--- src/rtl/wb_regfile_pkg.sv ---
// Shared pipeline-register types and load-decode constants for the RV32 writeback stage.
package wb_regfile_pkg;

  localparam int DATA_W = 32;
  localparam int ADDR_W = 5;

  localparam logic [2:0] F3_LB  = 3'd0;
  localparam logic [2:0] F3_LH  = 3'd1;
  localparam logic [2:0] F3_LW  = 3'd2;
  localparam logic [2:0] F3_LBU = 3'd4;
  localparam logic [2:0] F3_LHU = 3'd5;

  // Populated by the data-memory stage; consumed one-for-one by writeback.
  typedef struct packed {
    logic [DATA_W-1:0] pc;
    logic              reg_write;
    logic [ADDR_W-1:0] rd;
    logic [DATA_W-1:0] final_out;
    logic              mem_to_reg;
    logic [2:0]        funct3;
    logic [1:0]        byte_off;
  } wback_state_t;

endpackage

--- src/rtl/wb_regfile_load_ext.sv ---
// Load-lane extraction and sign/zero extension with alignment check; purely combinational.
module load_ext
  import wb_regfile_pkg::*;
#(
  parameter int XLEN = DATA_W
) (
  input  logic [2:0]      funct3,
  input  logic [1:0]      byte_off,
  input  logic [XLEN-1:0] word,
  output logic [XLEN-1:0] value,
  output logic            misalign
);

  logic [7:0]  byte_sel;
  logic [15:0] half_sel;

  assign byte_sel = word[8*byte_off +: 8];
  assign half_sel = word[16*byte_off[1] +: 16];

  always_comb begin
    value    = word;
    misalign = 1'b0;
    case (funct3)
      F3_LB:  value = {{(XLEN-8){byte_sel[7]}}, byte_sel};
      F3_LBU: value = {{(XLEN-8){1'b0}}, byte_sel};
      F3_LH: begin
        value    = {{(XLEN-16){half_sel[15]}}, half_sel};
        misalign = byte_off[0];
      end
      F3_LHU: begin
        value    = {{(XLEN-16){1'b0}}, half_sel};
        misalign = byte_off[0];
      end
      // LW and any unrecognised encoding behave as a full-word load.
      default: misalign = (byte_off != 2'd0);
    endcase
  end

endmodule

--- src/rtl/wb_regfile.sv ---
// RV32 writeback stage: load extension, register-file commit, bypassed read ports,
// retired-instruction counter and misaligned-load reporting.
module wb_regfile
  import wb_regfile_pkg::*;
#(
  parameter int XLEN      = DATA_W,
  parameter int NREGS     = 32,
  parameter int CNT_WIDTH = 64,
  parameter bit BYPASS    = 1'b1
) (
  input  logic                 i_clk,
  input  logic                 i_reset,
  input  logic                 i_valid,
  input  wback_state_t         i_wback_state,
  input  logic [ADDR_W-1:0]    i_rs1_addr,
  input  logic [ADDR_W-1:0]    i_rs2_addr,
  output logic [XLEN-1:0]      o_rs1_data,
  output logic [XLEN-1:0]      o_rs2_data,
  output logic                 o_fwd_wen,
  output logic [ADDR_W-1:0]    o_fwd_rd,
  output logic [XLEN-1:0]      o_fwd_data,
  output logic [CNT_WIDTH-1:0] o_instret,
  output logic                 o_misalign,
  output logic [XLEN-1:0]      o_misalign_pc
);

  logic [XLEN-1:0]      regs_reg [NREGS];
  logic [CNT_WIDTH-1:0] instret_reg;
  logic [XLEN-1:0]      misalign_pc_reg;

  logic [XLEN-1:0] ld_value;
  logic            ld_misalign;
  logic            misalign;
  logic            commit;
  logic [XLEN-1:0] wb_value;

  load_ext #(.XLEN(XLEN)) u_load_ext (
    .funct3   (i_wback_state.funct3),
    .byte_off (i_wback_state.byte_off),
    .word     (i_wback_state.final_out),
    .value    (ld_value),
    .misalign (ld_misalign)
  );

  assign misalign = i_valid & i_wback_state.mem_to_reg & ld_misalign;
  assign wb_value = i_wback_state.mem_to_reg ? ld_value : i_wback_state.final_out;
  assign commit   = i_valid & i_wback_state.reg_write
                  & (i_wback_state.rd != '0) & ~misalign;

  // x0 is never written because commit excludes rd==0, so it stays at its reset zero.
  always_ff @(posedge i_clk) begin
    if (i_reset) begin
      for (int i = 0; i < NREGS; i++) regs_reg[i] <= '0;
    end else if (commit) begin
      regs_reg[i_wback_state.rd] <= wb_value;
    end
  end

  always_ff @(posedge i_clk) begin
    if (i_reset) begin
      instret_reg     <= '0;
      misalign_pc_reg <= '0;
    end else begin
      if (i_valid && !misalign) instret_reg <= instret_reg + 1'b1;
      if (misalign)             misalign_pc_reg <= i_wback_state.pc;
    end
  end

  logic [ADDR_W-1:0] rd_addr [2];
  logic [XLEN-1:0]   rd_data [2];

  assign rd_addr[0] = i_rs1_addr;
  assign rd_addr[1] = i_rs2_addr;

  generate
    for (genvar gi = 0; gi < 2; gi++) begin : g_read
      always_comb begin
        if (rd_addr[gi] == '0)
          rd_data[gi] = '0;
        else if (BYPASS && commit && (rd_addr[gi] == i_wback_state.rd))
          rd_data[gi] = wb_value;
        else
          rd_data[gi] = regs_reg[rd_addr[gi]];
      end
    end
  endgenerate

  assign o_rs1_data    = rd_data[0];
  assign o_rs2_data    = rd_data[1];
  assign o_fwd_wen     = commit;
  assign o_fwd_rd      = i_wback_state.rd;
  assign o_fwd_data    = wb_value;
  assign o_instret     = instret_reg;
  assign o_misalign    = misalign;
  assign o_misalign_pc = misalign_pc_reg;

endmodule

--- config.mk ---
export PLATFORM = sky130hd
export DESIGN_NAME = wb_regfile
export DESIGN_NICKNAME = d
export VERILOG_FILES = /design/src/rtl/wb_regfile_pkg.sv /design/src/rtl/wb_regfile_load_ext.sv /design/src/rtl/wb_regfile.sv
export SDC_FILE = /design/constraint.sdc
export NUM_CORES = 2
export LEC_CHECK = 0
export CORE_MARGIN = 5
export CORE_UTILIZATION = 50
export CTS_BUF_LIST = sky130_fd_sc_hd__clkbuf_8
export CTS_CLUSTER_DIAMETER = 80
export DETAILED_ROUTE_END_ITERATION = 6
export PLACE_DENSITY_LB_ADDON = 0.08
export SYNTH_ARGS = -nofsm -noshare
export SYNTH_HDL_FRONTEND = slang
export SYNTH_SLANG_ARGS = --single-unit
--- constraint.sdc ---
create_clock -name i_clk -period 3.63 [get_ports i_clk]
set_clock_uncertainty 0.05 [all_clocks]
set_input_delay 0.726 -clock i_clk [delete_from_list [all_inputs] [get_ports i_clk]]
set_output_delay 0.726 -clock i_clk [all_outputs]
set_load 0.005 [all_outputs]
==> impl_metrics.json <==
{
  "nNetsFinal": 5854,
  "synth-async-reset-ratio_pct": 0,
  "ctsHoldBuffers": 0,
  "yosysUniqueCellTypes": 63,
  "cts_buffer_depth": 3,
  "grt_remaining_overflow": 0,
  "critPathCaptureType": "primary output",
  "period_minus_slack_ns": 3.729,
  "cts_tree": "yes",
  "grt_max_degree": 130,
  "die_h_um": 350.8,
  "maxCapViolations": 0,
  "flop_to_flop_setup_slack_ns": 1.16,
  "postSynthRegisterBits": 1120,
  "top_cells_by_area_in_the_synthesized_netlist": "sky130_fd_sc_hd__edfxtp_1, sky130_fd_sc_hd__mux4_2, sky130_fd_sc_hd__mux2i_1",
  "ant_nets": 0,
  "cp-endpoint": "o_rs1_data[3]",
  "seq_area_frac_synth_pct": 56.26,
  "area_delta_synth_final_pct": 31.84,
  "min_period_over_period_pct": 102.7,
  "place_congestion": 1.030,
  "critPathMaxStageDelay_ns": 0.53,
  "timing.critical_path.from": "regs_reg[4][3]$_SDFFCE_PN0P_",
  "num_vias": 47490,
  "run_status": "complete, but fails checks",
  "setup_repair_after_global_routing_missed_its_margin": "true",
  "worstSkewPairLatency_ns": 0.89,
  "layout_cell_share_with_drive_strength_beyond_1_pct": 31.52,
  "clk_pin_slew_worst_paths_ns": 0.05,
  "largest_register_ffs": 1024,
  "critical-path-slowest-cell": "sky130_fd_sc_hd__o211ai_1",
  "number_of_global_route_vias_before_repair": 46370,
  "synthDominantCellAreaShare_pct": 52.95,
  "die-area_um2": 123100,
  "failed_checks": "negative setup slack",
  "setup_viol_count_final": 19,
  "synth.largest_area_cell": "sky130_fd_sc_hd__edfxtp_1",
  "drt_first_iter_violations": 6378,
  "worst_r2r_startpoint": "o_instret[29]$_SDFFE_PP0P_",
  "post_synth_design_cell_area_um2": 58080,
  "number_of_cell_rows": 125,
  "timing.setup.critical_path_class": "flop to primary output",
  "tightest_slew_ns": 1.294,
  "postLayoutCoreUtil_pct": 66.16,
  "stdcell_count": 7445,
  "stdcell_area_um2": 76570,
  "place.detailed.instances": 6933,
  "setup_slack_placement_ns": -1.319,
  "cell_chain_critical_path": "mux4_2, o211ai_1, o2111ai_2, nor2_1, a211oi_2, buf_2",
  "syn_inst": 4790,
  "route.detailed.vias_per_inst": 6.379,
  "detail_route.drc_violations": 0,
  "initial_utilization_pct": 50.18,
  "worstRegToRegCells": 7,
  "grt_use_total_pct": 36.29,
  "die_width_um": 350.8,
  "hpwlAfterDp_um": 156300,
  "wire_length_of_the_first_global_routing_pass_um": 321700,
  "synth_warnings": 0,
  "clock_sinks": 1120,
  "cp.arrival_ns": 2.95,
  "synth_flop_cell": "sky130_fd_sc_hd__edfxtp_1",
  "number_of_enable_flip_flop_cells_after_synthesis": 1024,
  "ctsRootBufferMaster": "sky130_fd_sc_hd__clkbuf_8",
  "hold_class": "primary input to flop",
  "critPathRequiredTime_ns": 2.85,
  "postRouteWirelength_um": 227900,
  "cp_max_fo": 2,
  "detailed_place.area_um2": 69440,
  "cts-buffers-inserted": 195,
  "crit_buf_inv": 1,
  "syn-mean-instance-area_um2": 12.12,
  "power.density_nw_per_um2": 418.5,
  "drt_pass1_iterations": 6,
  "worstSetupStartpointType": "flop",
  "slew_viol_final": 0,
  "rr_endpoint": "o_instret[55]$_SDFFE_PP0P_",
  "core_area_um2": 115700,
  "clock.fmax_ghz": 0.2682,
  "peakVddDrop_uv": 397.8,
  "timing.max_slew.rel_slack_pct": 13.55,
  "final_hold_viol_count": 0,
  "leakage_nw": 29.38,
  "boundaryPins": 288,
  "cp_top_family": "compound AO/OA/AOI/OAI gates",
  "post_drt_wl_per_cell_um": 30.61,
  "cts-htree-levels": 4,
  "grt_antenna_before_repair": 8,
  "place.port_buffers": 287,
  "post-route-worst-setup-slack_ns": -0.09901,
  "timing.critical_path.depth": 6
}
-- cell families (layout without fill, tap and decap cells) --
kind of cell               after synthesis  after routing  share of synthesized area [%]
adders and majority gates                1              1                        0.02154
muxes                                  802            802                          19.47
xor gates and xnor gates                63             63                         0.9501
DFF                                   1120           1120                          56.26
AOI/OAI and AO/OA                      540            540                          6.642
other                                    1             40                       0.006457
buffers and inverters                  516           1607                          3.712
and+or+nand+nor                       1747           1748                          12.94
-- per-stage QoR --
stage          TNS [ns]  power (mW)  hold WS (ns)
5_1_grt          -1.829       32.95        0.1636
2_1_floorplan         0       17.53        0.4027
6_report        -0.7543       32.04        0.2134
3_3_place_gp     -76.02       20.28        0.3916
3_5_place_dp     -79.81       20.34        0.3983
4_1_cts         -0.4026       31.91        0.1419
-- per-layer routing --
layer	vias to the layer above	part of all wire (%)	GRT usage (%)
met4	4	7.2	21.42
li1	19850	-	-
met3	683	11	8.572
met5	-	0.014	0
met1	23610	36	47.33
met2	3350	45	55.85
-- power breakdown --
part	leakage [nW]	internal (mW)	switching, mW
Combinational	16.8	2.48	3.05
Sequential	10.5	14.7	0.337
Clock	2.05	6.00	5.47
-- cell usage in the layout (no fill, tap or decap), types with 56 or more instances in the layout --
cell	netlist	final
sky130_fd_sc_hd__a21oi_1	88	56
sky130_fd_sc_hd__a22oi_1	204	185
sky130_fd_sc_hd__buf_12	0	191
sky130_fd_sc_hd__buf_4	7	647
sky130_fd_sc_hd__buf_6	3	70
sky130_fd_sc_hd__clkbuf_8	0	202
sky130_fd_sc_hd__clkdlybuf4s50_1	0	174
sky130_fd_sc_hd__clkinv_1	1	56
sky130_fd_sc_hd__dfxtp_1	96	96
sky130_fd_sc_hd__edfxtp_1	1024	1024
sky130_fd_sc_hd__inv_1	44	79
sky130_fd_sc_hd__mux2i_1	510	508
sky130_fd_sc_hd__mux4_2	259	259
sky130_fd_sc_hd__nand2_1	188	186
sky130_fd_sc_hd__nand3_1	145	115
sky130_fd_sc_hd__nor2_1	1134	1117
-- cells in the mapped netlist (6+ instances only) --
library cell and n:
sky130_fd_sc_hd__mux2i_1 510, sky130_fd_sc_hd__nand3b_1 6, sky130_fd_sc_hd__nor3_1 57, sky130_fd_sc_hd__o21ai_0 37
sky130_fd_sc_hd__nand2_1 188, sky130_fd_sc_hd__a21oi_1 88, sky130_fd_sc_hd__buf_1 21, sky130_fd_sc_hd__nand3_1 145
sky130_fd_sc_hd__clkbuf_1 304, sky130_fd_sc_hd__a22oi_1 204, sky130_fd_sc_hd__nor2b_1 20, sky130_fd_sc_hd__or3_1 11
sky130_fd_sc_hd__buf_2 136, sky130_fd_sc_hd__buf_4 7, sky130_fd_sc_hd__o22ai_1 32, sky130_fd_sc_hd__o2111ai_1 7
sky130_fd_sc_hd__a221oi_2 8, sky130_fd_sc_hd__a32oi_1 9, sky130_fd_sc_hd__nand2b_1 39, sky130_fd_sc_hd__o221ai_1 9
sky130_fd_sc_hd__and4_1 15, sky130_fd_sc_hd__and3_1 18, sky130_fd_sc_hd__mux2_2 33, sky130_fd_sc_hd__a22o_1 8
sky130_fd_sc_hd__and2_1 30, sky130_fd_sc_hd__mux4_2 259, sky130_fd_sc_hd__xor2_1 49, sky130_fd_sc_hd__a211oi_1 70
sky130_fd_sc_hd__nor2_1 1134, sky130_fd_sc_hd__xnor2_1 14, sky130_fd_sc_hd__a221oi_1 24, sky130_fd_sc_hd__o211ai_1 31
sky130_fd_sc_hd__edfxtp_1 1024, sky130_fd_sc_hd__inv_1 44, sky130_fd_sc_hd__dfxtp_1 96, sky130_fd_sc_hd__nand4_1 44
sky130_fd_sc_hd__nor4_1 12
-- how the worst min path moves through the flow --
stage / cells after the start / startpoint / end
after floorplan: 2 / o_misalign_pc[0]$_SDFFE_PP0P_ / o_misalign_pc[0]$_SDFFE_PP0P_
after global placement: 2 / o_misalign_pc[30]$_SDFFE_PP0P_ / o_misalign_pc[30]$_SDFFE_PP0P_
final: 1 / i_reset / regs_reg[0][11]$_SDFFCE_PN0P_
after global routing: 1 / i_reset / regs_reg[0][11]$_SDFFCE_PN0P_
after CTS: 1 / i_reset / regs_reg[0][11]$_SDFFCE_PN0P_
after detailed placement: 2 / o_misalign_pc[6]$_SDFFE_PP0P_ / o_misalign_pc[6]$_SDFFE_PP0P_
-- worst register-to-register path: stages, from the launching register on --
cell and delay (ns):
sky130_fd_sc_hd__dfxtp_1 0.44, sky130_fd_sc_hd__and4_1 0.30, sky130_fd_sc_hd__and4_1 0.46, sky130_fd_sc_hd__and4_1 0.24, sky130_fd_sc_hd__buf_4 0.20, sky130_fd_sc_hd__nand3_1 0.17, sky130_fd_sc_hd__or3_1 0.35, sky130_fd_sc_hd__a21oi_1 0.16
-- cell type report --
| type | count | area, um^2 |
|---|---|---|
| well taps | 1524 | 1907 |
| fillers | 8696 | 39170 |
| multi-input cells | 3186 | 25380 |
| diodes | 8 | 20.02 |
| inverters | 45 | 177.7 |
| flip-flops and latches | 1120 | 32670 |
| repair buffers | 1216 | 12660 |
| clock buffers | 201 | 2766 |
| clock inverters | 145 | 983.4 |
-- repair_timing --
| item | in CTS | in global routing |
|---|---|---|
| gates resized for setup | 615 | 151 |
| setup buffers | 115 | 54 |
| cloned | 8 | 4 |
| endpoints found under the setup margin | 96 | 80 |
| pin swaps | 104 | 68 |
No activity file was read; power rests on OpenSTA's default activity.
